--- src/rtl/lsu_pkg.sv ---
// lsu_pkg: shared definitions for the load/store unit.
//   - request op encodings (req_op)
//   - sequencer state enum
//   - lane-select widths and request classification helpers
package lsu_pkg;

   localparam logic [2:0] OP_LB  = 3'd0;
   localparam logic [2:0] OP_LH  = 3'd1;
   localparam logic [2:0] OP_LW  = 3'd2;
   localparam logic [2:0] OP_LBU = 3'd3;
   localparam logic [2:0] OP_LHU = 3'd4;
   localparam logic [2:0] OP_SB  = 3'd5;
   localparam logic [2:0] OP_SH  = 3'd6;
   localparam logic [2:0] OP_SW  = 3'd7;

   localparam int unsigned BYTE_W = 8;
   localparam int unsigned HALF_W = 16;

   typedef enum logic [2:0] {
      S_IDLE,
      S_LOAD,
      S_ST_RD,
      S_ST_WR,
      S_ERR
   } lsu_state_e;

   // Loads occupy the contiguous low end of the encoding.
   function automatic logic is_load(input logic [2:0] op);
      return (op <= OP_LHU);
   endfunction

   function automatic logic is_misaligned(input logic [2:0] op, input logic [1:0] lo);
      logic res;
      res = 1'b0;
      unique case (op)
         OP_LH, OP_LHU, OP_SH: res = lo[0];
         OP_LW, OP_SW:         res = (lo != 2'b00);
         default:              res = 1'b0;
      endcase
      return res;
   endfunction

endpackage

--- src/rtl/load_store_unit_lane.sv ---
// lsu_byte_lane: combinational byte/halfword lane logic.
//   op_i          request op (lsu_pkg encoding)
//   addr_lo_i     byte address bits [1:0]
//   rdata_i       word read from memory
//   wdata_i       store data (low halfword is all SB/SH need)
//   load_data_o   lane extracted and sign/zero extended for loads
//   merge_data_o  rdata_i with the store lane replaced (SB/SH)
// Halfword lanes use addr_lo_i[1] only, so a halfword address with bit 0
// set selects the enclosing aligned halfword.
module lsu_byte_lane
   import lsu_pkg::*;
(
   input  logic [2:0]  op_i,
   input  logic [1:0]  addr_lo_i,
   input  logic [31:0] rdata_i,
   input  logic [15:0] wdata_i,
   output logic [31:0] load_data_o,
   output logic [31:0] merge_data_o
);

   logic [BYTE_W-1:0] byte_sel;
   logic [HALF_W-1:0] half_sel;

   always_comb begin
      byte_sel = rdata_i[7:0];
      unique case (addr_lo_i)
         2'd0: byte_sel = rdata_i[7:0];
         2'd1: byte_sel = rdata_i[15:8];
         2'd2: byte_sel = rdata_i[23:16];
         2'd3: byte_sel = rdata_i[31:24];
      endcase
      half_sel = addr_lo_i[1] ? rdata_i[31:16] : rdata_i[15:0];
   end

   always_comb begin
      load_data_o = rdata_i;
      unique case (op_i)
         OP_LB:   load_data_o = {{24{byte_sel[7]}}, byte_sel};
         OP_LBU:  load_data_o = {24'd0, byte_sel};
         OP_LH:   load_data_o = {{16{half_sel[15]}}, half_sel};
         OP_LHU:  load_data_o = {16'd0, half_sel};
         default: load_data_o = rdata_i;
      endcase
   end

   always_comb begin
      merge_data_o = rdata_i;
      if (op_i == OP_SB) begin
         unique case (addr_lo_i)
            2'd0: merge_data_o[7:0]   = wdata_i[7:0];
            2'd1: merge_data_o[15:8]  = wdata_i[7:0];
            2'd2: merge_data_o[23:16] = wdata_i[7:0];
            2'd3: merge_data_o[31:24] = wdata_i[7:0];
         endcase
      end else if (addr_lo_i[1]) begin
         merge_data_o[31:16] = wdata_i;
      end else begin
         merge_data_o[15:0] = wdata_i;
      end
   end

endmodule

--- src/rtl/load_store_unit.sv ---
// load_store_unit: memory-stage access sequencer in front of a word-addressed
// data memory. Byte/halfword stores become read-modify-write accesses; loads
// return sign/zero-extended lane data.
//   clk, reset             clock, asynchronous active-high reset
//   req_valid/req_ready    request handshake (ready only in IDLE)
//   req_op/addr/wdata      request fields
//   resp_valid             one-cycle completion pulse
//   resp_rdata/resp_err    load data / misalignment flag, held until next response
//   mem_read/mem_write     memory strobes, decoded from state
//   address/write_data     word-aligned memory address and write word
//   read_data              combinational memory read word
module load_store_unit
   import lsu_pkg::*;
#(
   parameter bit CHECK_ALIGN = 1'b1
) (
   input  logic        clk,
   input  logic        reset,
   input  logic        req_valid,
   output logic        req_ready,
   input  logic [2:0]  req_op,
   input  logic [31:0] req_addr,
   input  logic [31:0] req_wdata,
   output logic        resp_valid,
   output logic [31:0] resp_rdata,
   output logic        resp_err,
   output logic        mem_read,
   output logic        mem_write,
   output logic [31:0] address,
   output logic [31:0] write_data,
   input  logic [31:0] read_data
);

   lsu_state_e  state_q;
   logic [2:0]  op_q;
   logic [31:0] addr_q;
   logic [15:0] wdata_q;
   logic [31:0] wbuf_q;
   logic        resp_valid_q;
   logic        resp_err_q;
   logic [31:0] resp_rdata_q;

   logic [31:0] load_data_d;
   logic [31:0] merge_data_d;

   lsu_byte_lane u_lane (
      .op_i         (op_q),
      .addr_lo_i    (addr_q[1:0]),
      .rdata_i      (read_data),
      .wdata_i      (wdata_q),
      .load_data_o  (load_data_d),
      .merge_data_o (merge_data_d)
   );

   always_ff @(posedge clk or posedge reset) begin
      if (reset) begin
         state_q      <= S_IDLE;
         op_q         <= OP_LB;
         addr_q       <= '0;
         wdata_q      <= '0;
         wbuf_q       <= '0;
         resp_valid_q <= 1'b0;
         resp_err_q   <= 1'b0;
         resp_rdata_q <= '0;
      end else begin
         resp_valid_q <= 1'b0;
         unique case (state_q)
            S_IDLE: begin
               if (req_valid) begin
                  op_q    <= req_op;
                  addr_q  <= req_addr;
                  wdata_q <= req_wdata[15:0];
                  if (CHECK_ALIGN && is_misaligned(req_op, req_addr[1:0])) begin
                     state_q <= S_ERR;
                  end else if (is_load(req_op)) begin
                     state_q <= S_LOAD;
                  end else if (req_op == OP_SW) begin
                     wbuf_q  <= req_wdata;
                     state_q <= S_ST_WR;
                  end else begin
                     state_q <= S_ST_RD;
                  end
               end
            end
            S_LOAD: begin
               resp_valid_q <= 1'b1;
               resp_err_q   <= 1'b0;
               resp_rdata_q <= load_data_d;
               state_q      <= S_IDLE;
            end
            S_ST_RD: begin
               wbuf_q  <= merge_data_d;
               state_q <= S_ST_WR;
            end
            S_ST_WR: begin
               resp_valid_q <= 1'b1;
               resp_err_q   <= 1'b0;
               resp_rdata_q <= '0;
               state_q      <= S_IDLE;
            end
            S_ERR: begin
               resp_valid_q <= 1'b1;
               resp_err_q   <= 1'b1;
               resp_rdata_q <= '0;
               state_q      <= S_IDLE;
            end
            default: state_q <= S_IDLE;
         endcase
      end
   end

   // Strobes come straight from state so an asynchronous reset removes
   // mem_write before the next edge can commit a partial store.
   assign req_ready  = (state_q == S_IDLE);
   assign mem_read   = (state_q == S_LOAD) || (state_q == S_ST_RD);
   assign mem_write  = (state_q == S_ST_WR);
   assign address    = {addr_q[31:2], 2'b00};
   assign write_data = wbuf_q;
   assign resp_valid = resp_valid_q;
   assign resp_err   = resp_err_q;
   assign resp_rdata = resp_rdata_q;

endmodule

--- config.mk ---
export PLATFORM = sky130hd
export DESIGN_NAME = load_store_unit
export DESIGN_NICKNAME = d
export VERILOG_FILES = /design/src/rtl/lsu_pkg.sv /design/src/rtl/load_store_unit_lane.sv /design/src/rtl/load_store_unit.sv
export SDC_FILE = /design/constraint.sdc
export NUM_CORES = 1
export LEC_CHECK = 0
export BUFFER_PORTS_ARGS = -buffer_cell sky130_fd_sc_hd__buf_2
export CORE_ASPECT_RATIO = 1.75
export CORE_MARGIN = 4
export CORE_UTILIZATION = 55
export DETAILED_ROUTE_END_ITERATION = 10
export GPL_TIMING_DRIVEN = 0
export HOLD_SLACK_MARGIN = 0.05
export PLACE_DENSITY = 0.92
export SYNTH_ARGS = -nofsm -noshare
export SYNTH_HDL_FRONTEND = slang
export SYNTH_SLANG_ARGS = --single-unit
--- constraint.sdc ---
create_clock -name clk -period 9.55 [get_ports clk]
set_input_delay 2.865 -clock clk [delete_from_list [all_inputs] [get_ports clk]]
set_output_delay 2.865 -clock clk [all_outputs]
set_load 0.005 [all_outputs]
# --- Word-level counts from Yosys, hierarchy flattened ---
# Cells that the tools add are included.
totals:
  in_bits: 102
  output_inout_bits: 101
  reg_bits: 120
  elab_cells: 70
classes:
  n_reduce_logical: 15
  n_eq_ne: 20
  n_mux: 26
  order_cmp: 1
ops:
  columns: ["operator", "count"]
  rows:
  - ["$mux 32", 5]
  - ["$pmux 32 s2", 2]
  - ["$pmux 32 s4", 1]
  - ["$mux 16", 3]
  - ["$mux 8", 4]
  - ["$pmux 8 s4", 1]
  - ["$eq 3x3->1 const B", 6]
  - ["$eq 3x2->1 const B", 4]
  - ["$eq 3x1->1 const B", 3]
  - ["$reduce_bool 2->1", 4]
  - ["$logic_not 3->1", 2]
  - ["$mux 3", 2]
  - ["$ne 2x2->1 const B", 3]
  - ["$pmux 3 s2", 1]
  - ["$reduce_or 2->1", 3]
  - ["$reduce_or 3->1", 2]
  - ["$reduce_and 5->1", 1]
  - ["$eq 2x2->1 const B", 2]
  - ["$mux 1", 4]
  - ["$pmux 1 s2", 2]
  - ["$le 3x3->1 const B", 1]
  - ["$eq 2x1->1 const B", 1]
  - ["$logic_not 2->1", 1]
  - ["$mux 2", 1]
  - ["other kinds (3)", 3]

# --- Logic depth before layout (Yosys ltp) ---
logic_depth:
  depth_word: 8
  depth_mapped: 7
  mapped_depth_nobuf: 4

# --- Modules after synthesis ---
# From an unflattened synthesis, not the netlist that was laid out.
hier_totals:
  cells_unflattened: 638
  hier_area_um2: 7203.2
by_module_without_submodules:
  columns: ["mod", "instances", "cells_per_inst", "seq_area_each_um2", "area_per_inst_um2"]
  rows:
  - ["load_store_unit", 1, 355, 3002.9, 5323.9]
  - ["lsu_byte_lane", 1, 283, 0.0, 1879.3]

# --- Worst setup path after synthesis ---
# Ideal clock, no wire load.
synth_timing:
  kind: "reg-to-output"
  start: "register state_q[1]"
  end: "output mem_read"
  arrival_time_ns: 1.255
  t_required_ns: 6.685
  n_path_buf: 3
  stages_incl_launch_ff: 6
  path_slack_ns: 5.430
  path_cell_list: "dfrtp_1 -> buf_2 -> nand2_1 -> clkbuf_1 -> clkbuf_1 -> o21ai_0"
synth_via:
  elab_chain_cells: 2
  word_cells_on_any_way: 3
  cone_classes: "eq/ne: 2; reduce/logical: 1"
synth_lines:
  columns: ["element", "line_no", "rtl"]
  rows:
  - ["from (decl)", "load_store_unit.sv:34", "lsu_state_e state_q;"]
  - ["from (signal assigned)", "load_store_unit.sv:57", "state_q <= S_IDLE;"]
  - ["from (signal assigned)", "load_store_unit.sv:74", "state_q <= S_ERR;"]
  - ["from (signal assigned)", "load_store_unit.sv:76", "state_q <= S_LOAD;"]
  - ["$eq 3x1->1 or $eq 3x2->1 (tied branches)", "load_store_unit.sv:115", "assign mem_read = (state_q == S_LOAD) || (state_q == S_ST_RD);"]
  - ["$logic_or 1x1->1 *", "load_store_unit.sv:115", null]
  - ["to (decl)", "load_store_unit.sv:27", "output logic mem_read,"]
# Every way passes the cells marked *; elsewhere a longest branch is shown, timed or not.

# --- Worst setup path in the final report ---
layout_timing:
  start: "register state_q[2]"
  end: "output mem_read"
# Same word-level chain as after synthesis.

==> flow_summary.ini <==
[status]
status = finished, final reports clean

[yosys]
syn_avg_cell_area_um2 = 10.2
synthTopCellsByCount = dfrtp_1 (120), nand2_1 (96), mux2_2 (60)
synthDistinctLibCells = 50
synth_edf_count = 0
ys_seq_elements = 120
synth_top_area_share_pct = 48.2
syn_area_um2 = 6230
synth_top_area_cell = dfrtp_1
synth_most_common_cell = dfrtp_1
ys_seq_area_share_pct = 48.2
syn-instance-count = 612
synth_ff_type = dfrtp_1
yosys_warnings = 0
yosys-top-cells-area = dfrtp_1 (48%), mux2_2 (11%), nand2_1 (5.8%), buf_4 (4.2%), a31oi_1 (3.3%)
ys_async_sr_fraction_pct = 100

[sta]
timing.final.crit_share_pct = 54.7
setup_violations = 0
hold_viol = 0
layout_min_cycle_time_ns = 5.22
finalSetupTns_ns = 0
rsz0062_at_grt = false
fin_skew_ns = 0.00907
max_freq_ghz = 0.192
tightest_slew_ns = 0.596
slew_viol_final = 0
slew_headroom_pct = 60.3

[cts]
cts-resized-gates = 0
ctsHoldBuffers = 0
tritoncts = done
numCtsBuffers = 17
clkLatencyLatePin_ns = 0.42
clkTransAtPathRegs_ns = 0.06
cts_htree_levels = 4
cts_max_path_buffers = 2
cts_setup_buffers = 0
cts-root-buf = clkbuf_16
cts_sinks = 120

[hold_path]
hold_class = register to register
hold_start = resp_rdata[21]
min_to = resp_rdata[21]
holdPathStages = 2

[setup_path]
rrSetupSlack_ns = 7.43
crit_path_end_kind = primary output
worstSetupStartpoint = state_q[2]
cp.buffers_inverters = 3
crit_type = register to primary output
crit_path_max_fanout = 10
arrival_ns = 2.35
crit_chain = nor2_1, nand2_1, clkbuf_1, clkbuf_1, o21ai_0, buf_2
r2r.worst_path.cells = 6
crit_path_top_delay_cell = clkbuf_1
crit_required_ns = 6.69
slowest_delay_ns = 0.49
timing.critical_path.mode_cell = clkbuf_1
cp_top_family = buffers and inverters
r2r-end = write_data[25]
crit-reg2reg-launch = state_q[2]
start_kind = register

[placement]
globalplace.congestion = 0.994
dpl.hpwl_mm = 14.8
port_buffers = 198

[final_layout]
fin_nets = 933
area_growth_pct = 28.8
drive_gt1_share_pct = 42.9
ff_latch_area_um2 = 3000
postLayoutCoreUtil_pct = 72.3
multiInputGateArea_um2 = 2720
fill_cells = 837

[detailed_routing]
drtIter0Drc = 400
ant_nets = 0
avgRoutedWirePerCell_um = 19.8
route.detailed.drc = 0
num_vias = 5807
dr.pass1.iters = 5
totalWireLength_mm = 19.3
vias_per_cell = 5.94

[grt]
antenna_found_initial = 1
grt-ovfl-total = 0
grt.total_usage_pct = 29.8
grt_max_degree = 69
grt_pass1_wl_mm = 29.8
grt_pass1_vias = 6011

[power_and_ir_drop]
peakVddDrop_v = 0.000282
p_leak_nw = 3.91
p_total_mw = 2.98
power.density_nw_per_um2 = 372

[die]
dieArea_um2 = 13200
die_y_um = 149
initial_core_util_pct = 56.1
num_io_pins = 203
core_um2 = 11100
die_w_um = 88.5
rows = 51

[flow_run]
max_cap_violations = 0
==> worst reg2reg max path: stages, from the launching register on <==
cell	delay, ns
dfrtp_1	0.42
nor2_1	0.28
nand2_1	0.13
clkbuf_1	0.24
clkbuf_1	0.27
a221oi_1	0.54
a31oi_1	0.09
==> sequential cells by signal, indices dropped and copies added, names as in the netlist <==
signal and flops:
addr_q 32, resp_rdata 32, write_data 32, wdata_q 16
op_q 3, state_q 3, resp_err 1, resp_valid 1
==> logic make-up (layout without fill, tap and decap cells) <==
| logic type | after synthesis | in the layout | synth area share (%) |
|---|---|---|---|
| and+or+nand+nor | 176 | 176 | 13.1 |
| AOI/OAI and AO/OA | 160 | 160 | 17.7 |
| DFF | 120 | 120 | 48.2 |
| buffers and inverters | 84 | 315 | 8.21 |
| muxes | 68 | 68 | 12.3 |
| xor gates and xnor gates | 3 | 3 | 0.422 |
| other | 1 | 4 | 0.0602 |
==> layout make-up <==
cell class	count	share of cell area (%)
Antenna cell	2	0.0623
Buffer	78	6.09
Clock buffer	21	5.61
Clock inverter	11	1.85
Inverter	6	0.343
Multi-Input combinational cell	409	33.9
Sequential cell	120	37.4
Tap cell	132	2.06
Timing Repair Buffer	199	12.7
==> metrics by stage <==
step                      hold WS (ns)  cells  worst slack [ns]  area, um2
final                            0.469    978              4.33       8030
after global routing             0.493    977              4.26       8030
after CTS                        0.471    976              4.35       8030
after detailed placement         0.459    944              4.83       7430
after global placement           0.455    943              2.20       7390
after floorplan                  0.473    613              3.50       6240
==> power breakdown <==
| part | internal (mW) | switching (mW) |
|---|---|---|
| clock | 0.417 | 0.237 |
| combinational | 0.667 | 0.747 |
| sequential | 0.763 | 0.153 |
==> routing by layer <==
layer	GRT usage, %	wire length (um)	vias up
met5	0	0	-
met4	19.2	1080	0
met3	6.63	1450	80
met2	51.3	10300	313
met1	31.8	6510	2787
li1	-	-	2627
==> cell usage in the layout, fill, tap and decap left out, types with 3 or more instances in the layout <==
master	count
and3_1	16
clkbuf_16	17
buf_4	35
nor2_1	30
o21ai_0	31
and4b_1	3
bufinv_16	3
nor3_1	11
clkinvlp_4	3
mux2i_1	7
a221oi_1	16
a21oi_1	14
buf_6	6
a31oi_1	33
a22o_1	8
buf_2	212
clkbuf_1	24
clkinv_4	3
mux2_2	60
a21o_1	4
nand2_1	96
a211oi_1	16
nor2b_1	6
inv_1	5
dfrtp_1	120
o21bai_1	6
o21ai_2	10
o2bb2ai_1	6
o221ai_1	6
==> worst max-delay path by stage <==
stage	depth (start not counted)	slack, ns	to
3_3_place_gp	2	2.20	addr_q[29]
3_5_place_dp	6	4.83	mem_read
6_report	6	4.33	mem_read
2_1_floorplan	1	3.50	addr_q[0]
5_1_grt	6	4.26	mem_read
4_1_cts	6	4.35	mem_read
Note: power is estimated with default switching activity, not from simulation.
